$ cat config.mk
export PLATFORM = sky130hd
export DESIGN_NAME = fp_mpy_seq
export DESIGN_NICKNAME = d
export VERILOG_FILES = /design/src/rtl/fp_pkg.sv /design/src/rtl/fp_lzc.sv /design/src/rtl/fp_mpy_seq.sv
export SDC_FILE = /design/constraint.sdc
export NUM_CORES = 1
export LEC_CHECK = 0
export CORE_UTILIZATION = 45
export CTS_BUF_LIST = sky130_fd_sc_hd__clkbuf_2
export DETAILED_ROUTE_END_ITERATION = 12
export HOLD_SLACK_MARGIN = 0.15
export SYNTH_ARGS = -nofsm -noshare
export SYNTH_HDL_FRONTEND = slang
export SYNTH_HIERARCHICAL = 1
export SYNTH_SLANG_ARGS = --single-unit
$ cat constraint.sdc
create_clock -name clk -period 17.9 [get_ports clk]
set_input_delay 3.58 -clock clk [delete_from_list [all_inputs] [get_ports clk]]
set_output_delay 3.58 -clock clk [all_outputs]
set_load 0.005 [all_outputs]
$ cat src/rtl/fp_pkg.sv
// Shared types and constants for the sequential floating-point multiplier.
// Format helpers are functions of EXP_W/MAN_W so any width can reuse them.
package fp_pkg;

  localparam int FP_EXP_W = 5;
  localparam int FP_MAN_W = 10;

  localparam int FLG_NX = 0;
  localparam int FLG_UF = 1;
  localparam int FLG_OF = 2;
  localparam int FLG_NV = 3;

  typedef enum logic [2:0] {
    IDLE,
    MUL,
    NORM,
    RND,
    DONE
  } state_t;

  function automatic int fp_bias(input int ew);
    return (1 << (ew - 1)) - 1;
  endfunction

  function automatic logic [63:0] fp_qnan(input int ew, input int mw);
    logic [63:0] v;
    v = ((64'd1 << ew) - 64'd1) << mw;
    v = v | (64'd1 << (mw - 1));
    return v;
  endfunction

endpackage

$ cat src/rtl/fp_lzc.sv
// Leading-zero counter used to normalise the raw significand product.
// An all-zero input reports WIDTH.
module fp_lzc #(
  parameter int WIDTH = 22,
  parameter int CW    = $clog2(WIDTH + 1)
) (
  input  logic [WIDTH-1:0] i_d,
  output logic [CW-1:0]    o_cnt
);

  logic w_found;

  always_comb begin
    o_cnt   = CW'(WIDTH);
    w_found = 1'b0;
    for (int i = WIDTH - 1; i >= 0; i--) begin
      if (!w_found && i_d[i]) begin
        o_cnt   = CW'(WIDTH - 1 - i);
        w_found = 1'b1;
      end
    end
  end

endmodule

$ cat src/rtl/fp_mpy_seq.sv
// Multi-cycle IEEE-style multiplier with valid/ready ports, radix-2 shift-add.
// Define FP_MPY_FLAGS_EN to add the flags[3:0] = {nv, of, uf, nx} output.
module fp_mpy_seq
  import fp_pkg::*;
#(
  parameter int EXP_W = FP_EXP_W,
  parameter int MAN_W = FP_MAN_W
) (
  input  logic                   clk,
  input  logic                   rst,
  input  logic                   in_valid,
  output logic                   in_ready,
  input  logic [EXP_W+MAN_W:0]   in_a,
  input  logic [EXP_W+MAN_W:0]   in_b,
  output logic                   out_valid,
  input  logic                   out_ready,
  output logic [EXP_W+MAN_W:0]   out_p
`ifdef FP_MPY_FLAGS_EN
  ,
  output logic [3:0]             flags
`endif
);

  localparam int W    = 1 + EXP_W + MAN_W;
  localparam int N    = MAN_W + 1;
  localparam int P    = 2 * N;
  localparam int EW2  = EXP_W + 2;
  localparam int CW   = $clog2(N + 1);
  localparam int LW   = $clog2(P + 1);
  localparam int EMAX = (1 << EXP_W) - 1;

  localparam logic [EW2-1:0] BIAS = EW2'(fp_bias(EXP_W));
  localparam logic [W-1:0]   QNAN = W'(fp_qnan(EXP_W, MAN_W));

  state_t r_state, w_nxt;

  logic [CW-1:0]         r_cnt;
  logic [N-1:0]          r_mcand;
  logic [P-1:0]          r_prod;
  logic signed [EW2-1:0] r_exp;
  logic                  r_sign;
  logic                  r_spc;
  logic [W-1:0]          r_spc_val;
  logic [P-2:0]          r_man;
  logic                  r_stk;
  logic [W-1:0]          r_out;

  logic [EXP_W-1:0] w_ea, w_eb;
  logic [MAN_W-1:0] w_fa, w_fb;
  logic             w_ha, w_hb, w_sgn;
  logic             w_infa, w_infb;
  logic             w_nana, w_nanb;
  logic             w_zera, w_zerb;
  logic             w_nan;
  logic [EW2-1:0]   w_ex;
  logic             w_spc;
  logic [W-1:0]     w_spc_val;

  assign w_ea  = in_a[W-2:MAN_W];
  assign w_eb  = in_b[W-2:MAN_W];
  assign w_fa  = in_a[MAN_W-1:0];
  assign w_fb  = in_b[MAN_W-1:0];
  assign w_ha  = |w_ea;
  assign w_hb  = |w_eb;
  assign w_sgn = in_a[W-1] ^ in_b[W-1];

  assign w_infa = (&w_ea) & ~(|w_fa);
  assign w_infb = (&w_eb) & ~(|w_fb);
  assign w_nana = (&w_ea) & (|w_fa);
  assign w_nanb = (&w_eb) & (|w_fb);
  assign w_zera = ~w_ha & ~(|w_fa);
  assign w_zerb = ~w_hb & ~(|w_fb);
  assign w_nan  = w_nana | w_nanb
                | (w_infa & w_zerb)
                | (w_zera & w_infb);

  // Subnormals use an effective exponent of 1.
  assign w_ex = EW2'(w_ha ? w_ea : EXP_W'(1))
              + EW2'(w_hb ? w_eb : EXP_W'(1))
              - BIAS;

  always_comb begin
    w_spc     = 1'b1;
    w_spc_val = QNAN;
    if (w_nan) begin
      w_spc_val = QNAN;
    end else if (w_infa | w_infb) begin
      w_spc_val = {w_sgn, {EXP_W{1'b1}}, {MAN_W{1'b0}}};
    end else if (w_zera | w_zerb) begin
      w_spc_val = {w_sgn, {(W-1){1'b0}}};
    end else begin
      w_spc = 1'b0;
    end
  end

  always_ff @(posedge clk) begin
    if (rst) r_state <= IDLE;
    else     r_state <= w_nxt;
  end

  always_comb begin
    w_nxt     = r_state;
    in_ready  = 1'b0;
    out_valid = 1'b0;
    case (r_state)
      IDLE: begin
        in_ready = 1'b1;
        if (in_valid) w_nxt = MUL;
      end
      MUL:  if (r_cnt == CW'(N - 1)) w_nxt = NORM;
      NORM: w_nxt = RND;
      RND:  w_nxt = DONE;
      DONE: begin
        out_valid = 1'b1;
        if (out_ready) w_nxt = IDLE;
      end
      default: w_nxt = IDLE;
    endcase
  end

  logic [N:0] w_add;

  assign w_add = {1'b0, r_prod[P-1:N]}
               + (r_prod[0] ? {1'b0, r_mcand} : '0);

  logic [LW-1:0] w_lz;

  fp_lzc #(
    .WIDTH (P)
  ) u_lzc (
    .i_d   (r_prod),
    .o_cnt (w_lz)
  );

  logic [P-1:0] w_m;
  logic         w_st;
  int           w_ei;
  int           w_sh;
  int           w_rs;

  // Hidden bit lands at P-2; tiny results are denormalised to exp 1.
  always_comb begin
    w_m  = r_prod;
    w_st = 1'b0;
    w_ei = int'(r_exp);
    w_sh = 0;
    w_rs = 0;
    if (r_prod[P-1]) begin
      w_m  = r_prod >> 1;
      w_st = r_prod[0];
      w_ei = w_ei + 1;
    end else if (w_ei > 1) begin
      w_sh = int'(w_lz) - 1;
      if (w_sh > w_ei - 1) w_sh = w_ei - 1;
    end
    w_m  = w_m << w_sh;
    w_ei = w_ei - w_sh;
    if (w_ei < 1) begin
      w_rs = 1 - w_ei;
      w_st = w_st | (|(w_m & ~({P{1'b1}} << w_rs)));
      w_m  = w_m >> w_rs;
      w_ei = 1;
    end
  end

  logic [N-1:0] w_kept;
  logic [N-1:0] w_mf;
  logic [N:0]   w_rsum;
  logic         w_g, w_r, w_s;
  logic         w_up, w_co;
  int           w_ef;
  logic [W-1:0] w_res;

  assign w_kept = r_man[P-2:MAN_W];
  assign w_g    = r_man[MAN_W-1];
  assign w_r    = r_man[MAN_W-2];
  assign w_s    = (|r_man[MAN_W-3:0]) | r_stk;
  assign w_up   = w_g & (w_r | w_s | w_kept[0]);
  assign w_rsum = {1'b0, w_kept} + {{N{1'b0}}, w_up};
  assign w_co   = w_rsum[N];
  assign w_mf   = w_co ? w_rsum[N:1] : w_rsum[N-1:0];

  always_comb begin
    w_ef  = int'(r_exp) + (w_co ? 1 : 0);
    w_res = '0;
    if (r_spc) begin
      w_res = r_spc_val;
    end else if (!w_mf[N-1]) begin
      w_res = {r_sign, {EXP_W{1'b0}}, w_mf[MAN_W-1:0]};
    end else if (w_ef >= EMAX) begin
      w_res = {r_sign, {EXP_W{1'b1}}, {MAN_W{1'b0}}};
    end else begin
      w_res = {r_sign, w_ef[EXP_W-1:0], w_mf[MAN_W-1:0]};
    end
  end

  always_ff @(posedge clk) begin
    if (rst) begin
      r_cnt     <= '0;
      r_mcand   <= '0;
      r_prod    <= '0;
      r_exp     <= '0;
      r_sign    <= 1'b0;
      r_spc     <= 1'b0;
      r_spc_val <= '0;
      r_man     <= '0;
      r_stk     <= 1'b0;
      r_out     <= '0;
    end else begin
      case (r_state)
        IDLE: begin
          if (in_valid) begin
            r_cnt     <= '0;
            r_mcand   <= {w_ha, w_fa};
            r_prod    <= {{N{1'b0}}, w_hb, w_fb};
            r_exp     <= w_ex;
            r_sign    <= w_sgn;
            r_spc     <= w_spc;
            r_spc_val <= w_spc_val;
          end
        end
        MUL: begin
          r_prod <= {w_add, r_prod[N-1:1]};
          r_cnt  <= r_cnt + CW'(1);
        end
        NORM: begin
          r_man <= w_m[P-2:0];
          r_stk <= w_st;
          r_exp <= EW2'(w_ei);
        end
        RND:     r_out <= w_res;
        default: ;
      endcase
    end
  end

  assign out_p = r_out;

`ifdef FP_MPY_FLAGS_EN
  logic       r_inv;
  logic       r_tiny;
  logic [3:0] r_flg;
  logic       w_inv, w_of, w_nx;
  logic [3:0] w_flg;

  // Only signalling NaNs and inf*0 raise invalid.
  assign w_inv = (w_infa & w_zerb) | (w_zera & w_infb)
               | (w_nana & ~w_fa[MAN_W-1])
               | (w_nanb & ~w_fb[MAN_W-1]);
  assign w_of  = w_mf[N-1] && (w_ef >= EMAX);
  assign w_nx  = w_g | w_r | w_s | w_of;

  always_comb begin
    w_flg = '0;
    if (r_spc) begin
      w_flg[FLG_NV] = r_inv;
    end else begin
      w_flg[FLG_OF] = w_of;
      w_flg[FLG_NX] = w_nx;
      w_flg[FLG_UF] = r_tiny & w_nx;
    end
  end

  always_ff @(posedge clk) begin
    if (rst) begin
      r_inv  <= 1'b0;
      r_tiny <= 1'b0;
      r_flg  <= '0;
    end else begin
      if (r_state == IDLE && in_valid) r_inv <= w_inv;
      if (r_state == NORM) r_tiny <= (w_rs > 0);
      if (r_state == RND) r_flg <= w_flg;
    end
  end

  assign flags = r_flg;
`endif

endmodule

; ---- Yosys cells after proc, flatten, opt, wreduce, memory -nomap -nowiden
; Index checks and enable logic that the tools add are counted.
[op_classes]
n_addsub = 11
multipliers = 0
div = 0
n_lt_le_gt_ge = 4
n_eq_ne = 8
shift = 3
n_mux = 78
bitwise_logic = 25
reduce_logical = 57
[op_table]
columns = op, n
row1 = $mux W32, 4
row2 = $mux W5, 24
row3 = $mux W16, 4
row4 = $pmux W22 S2, 1
row5 = $mux W21, 2
row6 = $lt A32 B2 Y1 const B, 1
row7 = $shl A21 B32 Y22, 1
row8 = $shl A22 B32 Y22 const A, 1
row9 = $shr A22 B32 Y21, 1
row10 = $sub A2 B32 Y32 const A, 1
row11 = $sub A32 B32 Y32, 1
row12 = $mux W15, 2
row13 = $mux W1, 29
row14 = $and A22 B22 Y22, 1
row15 = $mux W11, 2
row16 = $mux W22, 1
row17 = $not A22 Y22, 1
row18 = $reduce_or A22 Y1, 1
row19 = $logic_and A1 B1 Y1, 21
row20 = $logic_not A1 Y1, 21
row21 = $reduce_or A10 Y1, 2
row22 = $pmux W3 S5, 1
row23 = $mux W7, 2
row24 = $pmux W7 S2, 1
row25 = other kinds (31), 60
[word_totals]
regBits = 103
latchBits = 0
ram_bits = 0
rom_bits = 0
inputBits = 36
output_inout_bits = 18
wordCells = 197
memories = 0

; ---- Logic depth before layout (Yosys ltp)
[logic_depth]
depth_word = 77
depth_mapped = 40
mapped_depth_nobuf = 36

; ---- Cells and area by module
; The synthesis kept the hierarchy.
[modules_own_cells]
columns = module, instances, cells_each, area_each_um2, seq_area_each_um2
row1 = fp_mpy_seq, 1, 1432, 10237.3, 1801.7
row2 = fp_lzc, 1, 41, 241.5, 0.0

; ---- Least setup slack after synthesis
; Ideal clock, no wire load.
[synth_path]
path_kind = register to register
from = register r_prod[13]
to = register r_man[11]
setup_time_ns = 0.086
t_arrival_ns = 8.502
t_required_ns = 17.814
slack_ns = 9.313
path_stages_with_launch = 34
path_buffers = 3
period_less_slack_ns = 8.587
path_cell_list = dfxtp_1 > inv_1 > a211oi_1 > a2111oi_1 > a311o_1 > buf_2 > or4_4 > nor2_1 > ha_1 > and4_1 > clkbuf_1 > a31oi_4 > a21oi_2 > o211a_1 > mux2_4 > inv_2 > buf_4 > fa_1 > a21o_1 > a221oi_1 > o21bai_1 > a21o_1 > fa_1 > or4_1 > nor3_1 > o211ai_1 > nor4_1 > mux2i_1 > a2111oi_0 > and4_1 > clkinv_1 > a2111oi_1 > o21ai_0 > a211oi_1
[synth_between]
elab_chain_cells = 50
elab_cells_between_ends = 66
classes_between = add/sub (3) / order compare (2) / shift (2) / mux (32) / reduce/logical (27)
[synth_lines]
columns = element, line_no
row1 = from (decl), fp_mpy_seq.sv:39  ; logic [P-1:0] r_prod;
row2 = from (signal assigned), fp_mpy_seq.sv:215  ; r_prod <= {{N{1'b0}}, w_hb, w_fb};
row3 = from (signal assigned), fp_mpy_seq.sv:223  ; r_prod <= {w_add, r_prod[N-1:1]};
row4 = $logic_and A1 B1 Y1 *, fp_lzc.sv:17  ; if (!w_found && i_d[i]) begin
row5 = $mux W1, fp_lzc.sv:17
row6 = $logic_not A1 Y1, fp_lzc.sv:17
row7 = $logic_and A1 B1 Y1, fp_lzc.sv:17
row8 = $mux W1, fp_lzc.sv:17
row9 = $logic_not A1 Y1, fp_lzc.sv:17
row10 = $logic_and A1 B1 Y1, fp_lzc.sv:17
row11 = $mux W1, fp_lzc.sv:17
row12 = (+33 left out), --
row13 = via w_lz[0], fp_mpy_seq.sv:126  ; logic [LW-1:0] w_lz;
row14 = (+1 left out), --
row15 = $gt A6 B8 Y1, fp_mpy_seq.sv:154  ; if (w_sh > w_ei - 1) w_sh = w_ei - 1;
row16 = $mux W32 *, fp_mpy_seq.sv:154
row17 = $mux W32 *, fp_mpy_seq.sv:152  ; end else if (w_ei > 1) begin
row18 = $mux W32 *, fp_mpy_seq.sv:148  ; if (r_prod[P-1]) begin
row19 = $sub A32 B32 Y32, fp_mpy_seq.sv:157  ; w_ei = w_ei - w_sh;
row20 = $sub A2 B32 Y32, fp_mpy_seq.sv:159  ; w_rs = 1 - w_ei;
row21 = $shr A22 B32 Y21, fp_mpy_seq.sv:161  ; w_m = w_m >> w_rs;
row22 = $mux W21 *, fp_mpy_seq.sv:158  ; if (w_ei < 1) begin
row23 = to (signal assigned), fp_mpy_seq.sv:227  ; r_man <= w_m[P-2:0];
row24 = to (decl), fp_mpy_seq.sv:44  ; logic [P-2:0] r_man;
; The timed path passes the listed nets; every way through them passes the cells marked *.
; A chain may end at the register's enable or synchronous reset.

; ---- Worst setup path in the final report
; Same ends and word-level chain as after synthesis.

==> metrics.log <==
INFO  metric post-route-period-util = between 60% and 70%
INFO  metric cp_data_arrival_time = ~11 ns
INFO  metric cts_tree = built
INFO  metric multi_input_area = 8103 sq um
INFO  metric clock_skew = approximately 0.049 ns
INFO  metric finalHoldViolations = 0
INFO  metric dp_hpwl = 29820 microns
INFO  metric die_height = approximately 150 microns
INFO  metric route.final.wire_length = between 30000 and 40000 microns
INFO  metric routed_wire_length_per_instance = about 23 microns
INFO  metric drt_pass1_iterations = 6
INFO  metric finish.instance_area = 11240 sq um
INFO  metric ioPinCount = 54
INFO  metric postSynthCellCount = 1473
INFO  metric tritoncts.num_buffers = 9
INFO  metric dr.first_iter.drc_count = between 1000 and 1500
INFO  metric relSlewSlack = 36.35%
INFO  metric postSynthAreaPerCell = slightly above 7 sq um
INFO  metric ys_ff_latch = 90
INFO  metric filler_cell_count = approximately 2300
INFO  metric critical_path_class = flop to flop
INFO  metric cts_repair_resize_count = 0
INFO  metric postCtsSetupBuffers = 0
INFO  metric final_antenna_net_count = 0
INFO  metric cts_htree_levels = 3
INFO  metric synth_ff_type = dfxtp_1
INFO  metric nets = around 1600
INFO  metric io_buffer_count = 53
INFO  metric post_dp_cell_area = 11110 sq um
INFO  metric fp.coreArea = around 23000 sq um
INFO  metric slew_viol_final = 0
INFO  metric max-clock-path-buffers = 2
INFO  metric share_of_synthesized_area_occupied_by_flip_flops_and_latches = 17.19%
INFO  metric rsz0062_at_grt = no
INFO  metric rows = 55
INFO  metric async_set_or_reset_register_ratio_after_synthesis = 0%
INFO  metric fmax = ~0.093 GHz
INFO  metric leading_cell_types_in_the_layout_fill_and_taps_excluded = 204 x nor2_1, 137 x nand2_1, 122 x a21oi_1
INFO  metric gr-total-overflow = 0
INFO  metric detail_route.vias_per_cell = 6.681
INFO  metric fp.dieW = about 150 microns
INFO  metric worst_slew_pin_slew = about 0.94 ns
INFO  metric regArea = about 1800 sq um
INFO  metric grt_first_pass_wirelength = 62640 microns
INFO  metric crit_slowest_cell = and4_1
INFO  metric hp_class = flop to flop
INFO  metric synthesis_to_layout_area_growth = 7.236%
INFO  metric timing.critical_path.from_type = flop
INFO  metric cp-end-kind = flop
INFO  metric drcViolationCount = 0
INFO  metric cts-root-buf = clkbuf_2
INFO  metric drive_gt1_share = roughly 8%
INFO  metric final_common_cell = nor2_1
INFO  metric finalWeightedCongestion = 1.023
INFO  metric yosys.cell_types.count = 105
INFO  metric antenna_violations_before_repair = 1
INFO  metric initial_core_util = roughly 46%
INFO  metric cts_hold_buffers = 0
INFO  metric net_count_after_synthesis = between 1500 and 2000
INFO  metric grt.total_usage = between 30% and 40%
INFO  metric tritoncts_num_sinks = 90
INFO  metric grt_max_degree = just over 80
INFO  metric outcome = completed
INFO  metric synth.cell_area = ~10000 sq um
INFO  metric timing.critical_path.required = between 15 and 20 ns
INFO  metric tns = 0 ns
INFO  metric num_vias = between 10000 and 15000
INFO  metric synth-edff-count = 0
INFO  metric setup_violations = 0
INFO  metric timing.max_cap.violations = 0
INFO  metric synth.yosys.warnings = 6
INFO  metric clk_latency = about 0.67 ns
INFO  metric die-area = around 24000 sq um
INFO  metric crit_fanout = 13
INFO  metric cpPeakStageDelay = between 0.6 and 0.7 ns
INFO  metric period_needed = 10.78 ns
INFO  metric post_cts_clock_slew_at_the_launch_and_capture_registers_of_the_worst_setup_and_hold_paths = roughly 0.34 ns
INFO  metric first_global_vias = roughly 11000
-- through the flow --
stage                     utilization (%)  hold WS (ns)  worst slack (ns)  instances
after floorplan                         -        0.4317             9.313       1473
after global routing                49.48        0.5005             6.401       1751
after detailed placement            48.91        0.4441             7.534       1734
final                               49.48        0.4711             7.119       1751
after CTS                           49.47        0.4703             7.352       1750
after global placement              48.91        0.4407             7.669       1734
-- synthesized netlist by cell type, types with 12 or more instances --
master,instances,area [sq um]
xnor2_1,23,201.4
a21o_1,16,120.1
o211ai_1,16,120.1
o22ai_1,24,150.1
ha_1,45,563.0
mux2i_1,30,300.3
mux2_2,15,168.9
dfxtp_1,90,1802
xor2_1,24,210.2
nand2b_1,13,81.33
nor2_1,204,765.7
nor3_1,53,265.3
nand2_1,137,514.2
nor4_1,29,181.4
a31oi_1,27,168.9
a211oi_1,31,232.7
o21ai_0,67,335.3
inv_1,42,157.7
a21oi_1,122,610.6
nand4_1,17,106.4
nand3_1,56,280.3
o21bai_1,12,90.09
a22oi_1,13,97.59
clkbuf_1,74,277.8
and2_1,25,156.4
-- area by class of cell --
class	instances	share of cell area, %
multi-input combinational	1240	72.11
sequential	90	16.05
timing repair buffer	72	5.946
tap	285	3.173
inverter	47	1.581
clock inverter	7	0.7238
clock buffer	9	0.4008
antenna	1	0.02227
-- per-layer routing --
| metal | global-route usage [%] | vias up | part of all wire [%] |
|---|---|---|---|
| met2 | 48.37 | 640 | 41 |
| met4 | 8.345 | 0 | 2.0 |
| met5 | 0 | - | 0 |
| met3 | 5.744 | 68 | 9.3 |
| met1 | 49.60 | 5495 | 48 |
| li1 | - | 5496 | - |
-- state kept, by name (all words and copies together), names as in the netlist --
register   cells
r_cnt          4
r_stk          1
r_spc_val      3
r_mcand       11
r_prod        22
r_spc          1
r_sign         1
r_exp          7
out_p         16
r_state        3
r_man         21
-- critical path, delay by kind of cell, from the launching register on --
family                     cells  cell delay (ns)
buffers and inverters          2             0.55
muxes                          1             0.14
adders and majority gates      3             1.39
AOI/OAI and AO/OA             16             4.71
DFF                            1             0.57
and+or+nand+nor                8             3.32
-- kinds of logic (layout without fill, tap and decap cells) --
logic type / Yosys count / after routing / synth area share [%]
fa+ha+maj: 56 / 56 / 7.475
other cells: 0 / 1 / 0
buf+inv: 143 / 135 / 5.624
xor+xnor: 47 / 47 / 3.928
mux: 54 / 54 / 5.767
simple gates: 598 / 598 / 27.31
compound gates: 485 / 485 / 32.70
flops: 90 / 90 / 17.19
-- path summary, 6_finish.rpt --
check	from	slack, ns	end	cells past startpoint
worst max-delay path	r_prod[13]	7.12	r_man[11]	30
worst min-delay path	r_mcand[9]	0.47	r_mcand[9]	2
worst max register to register	r_prod[13]	7.12	r_man[11]	30
worst min register to register	r_mcand[9]	0.47	r_mcand[9]	2
Power is left out: the tool's default activity adds up to more than one toggle a clock period on the data nets, which glitch-free logic cannot reach.
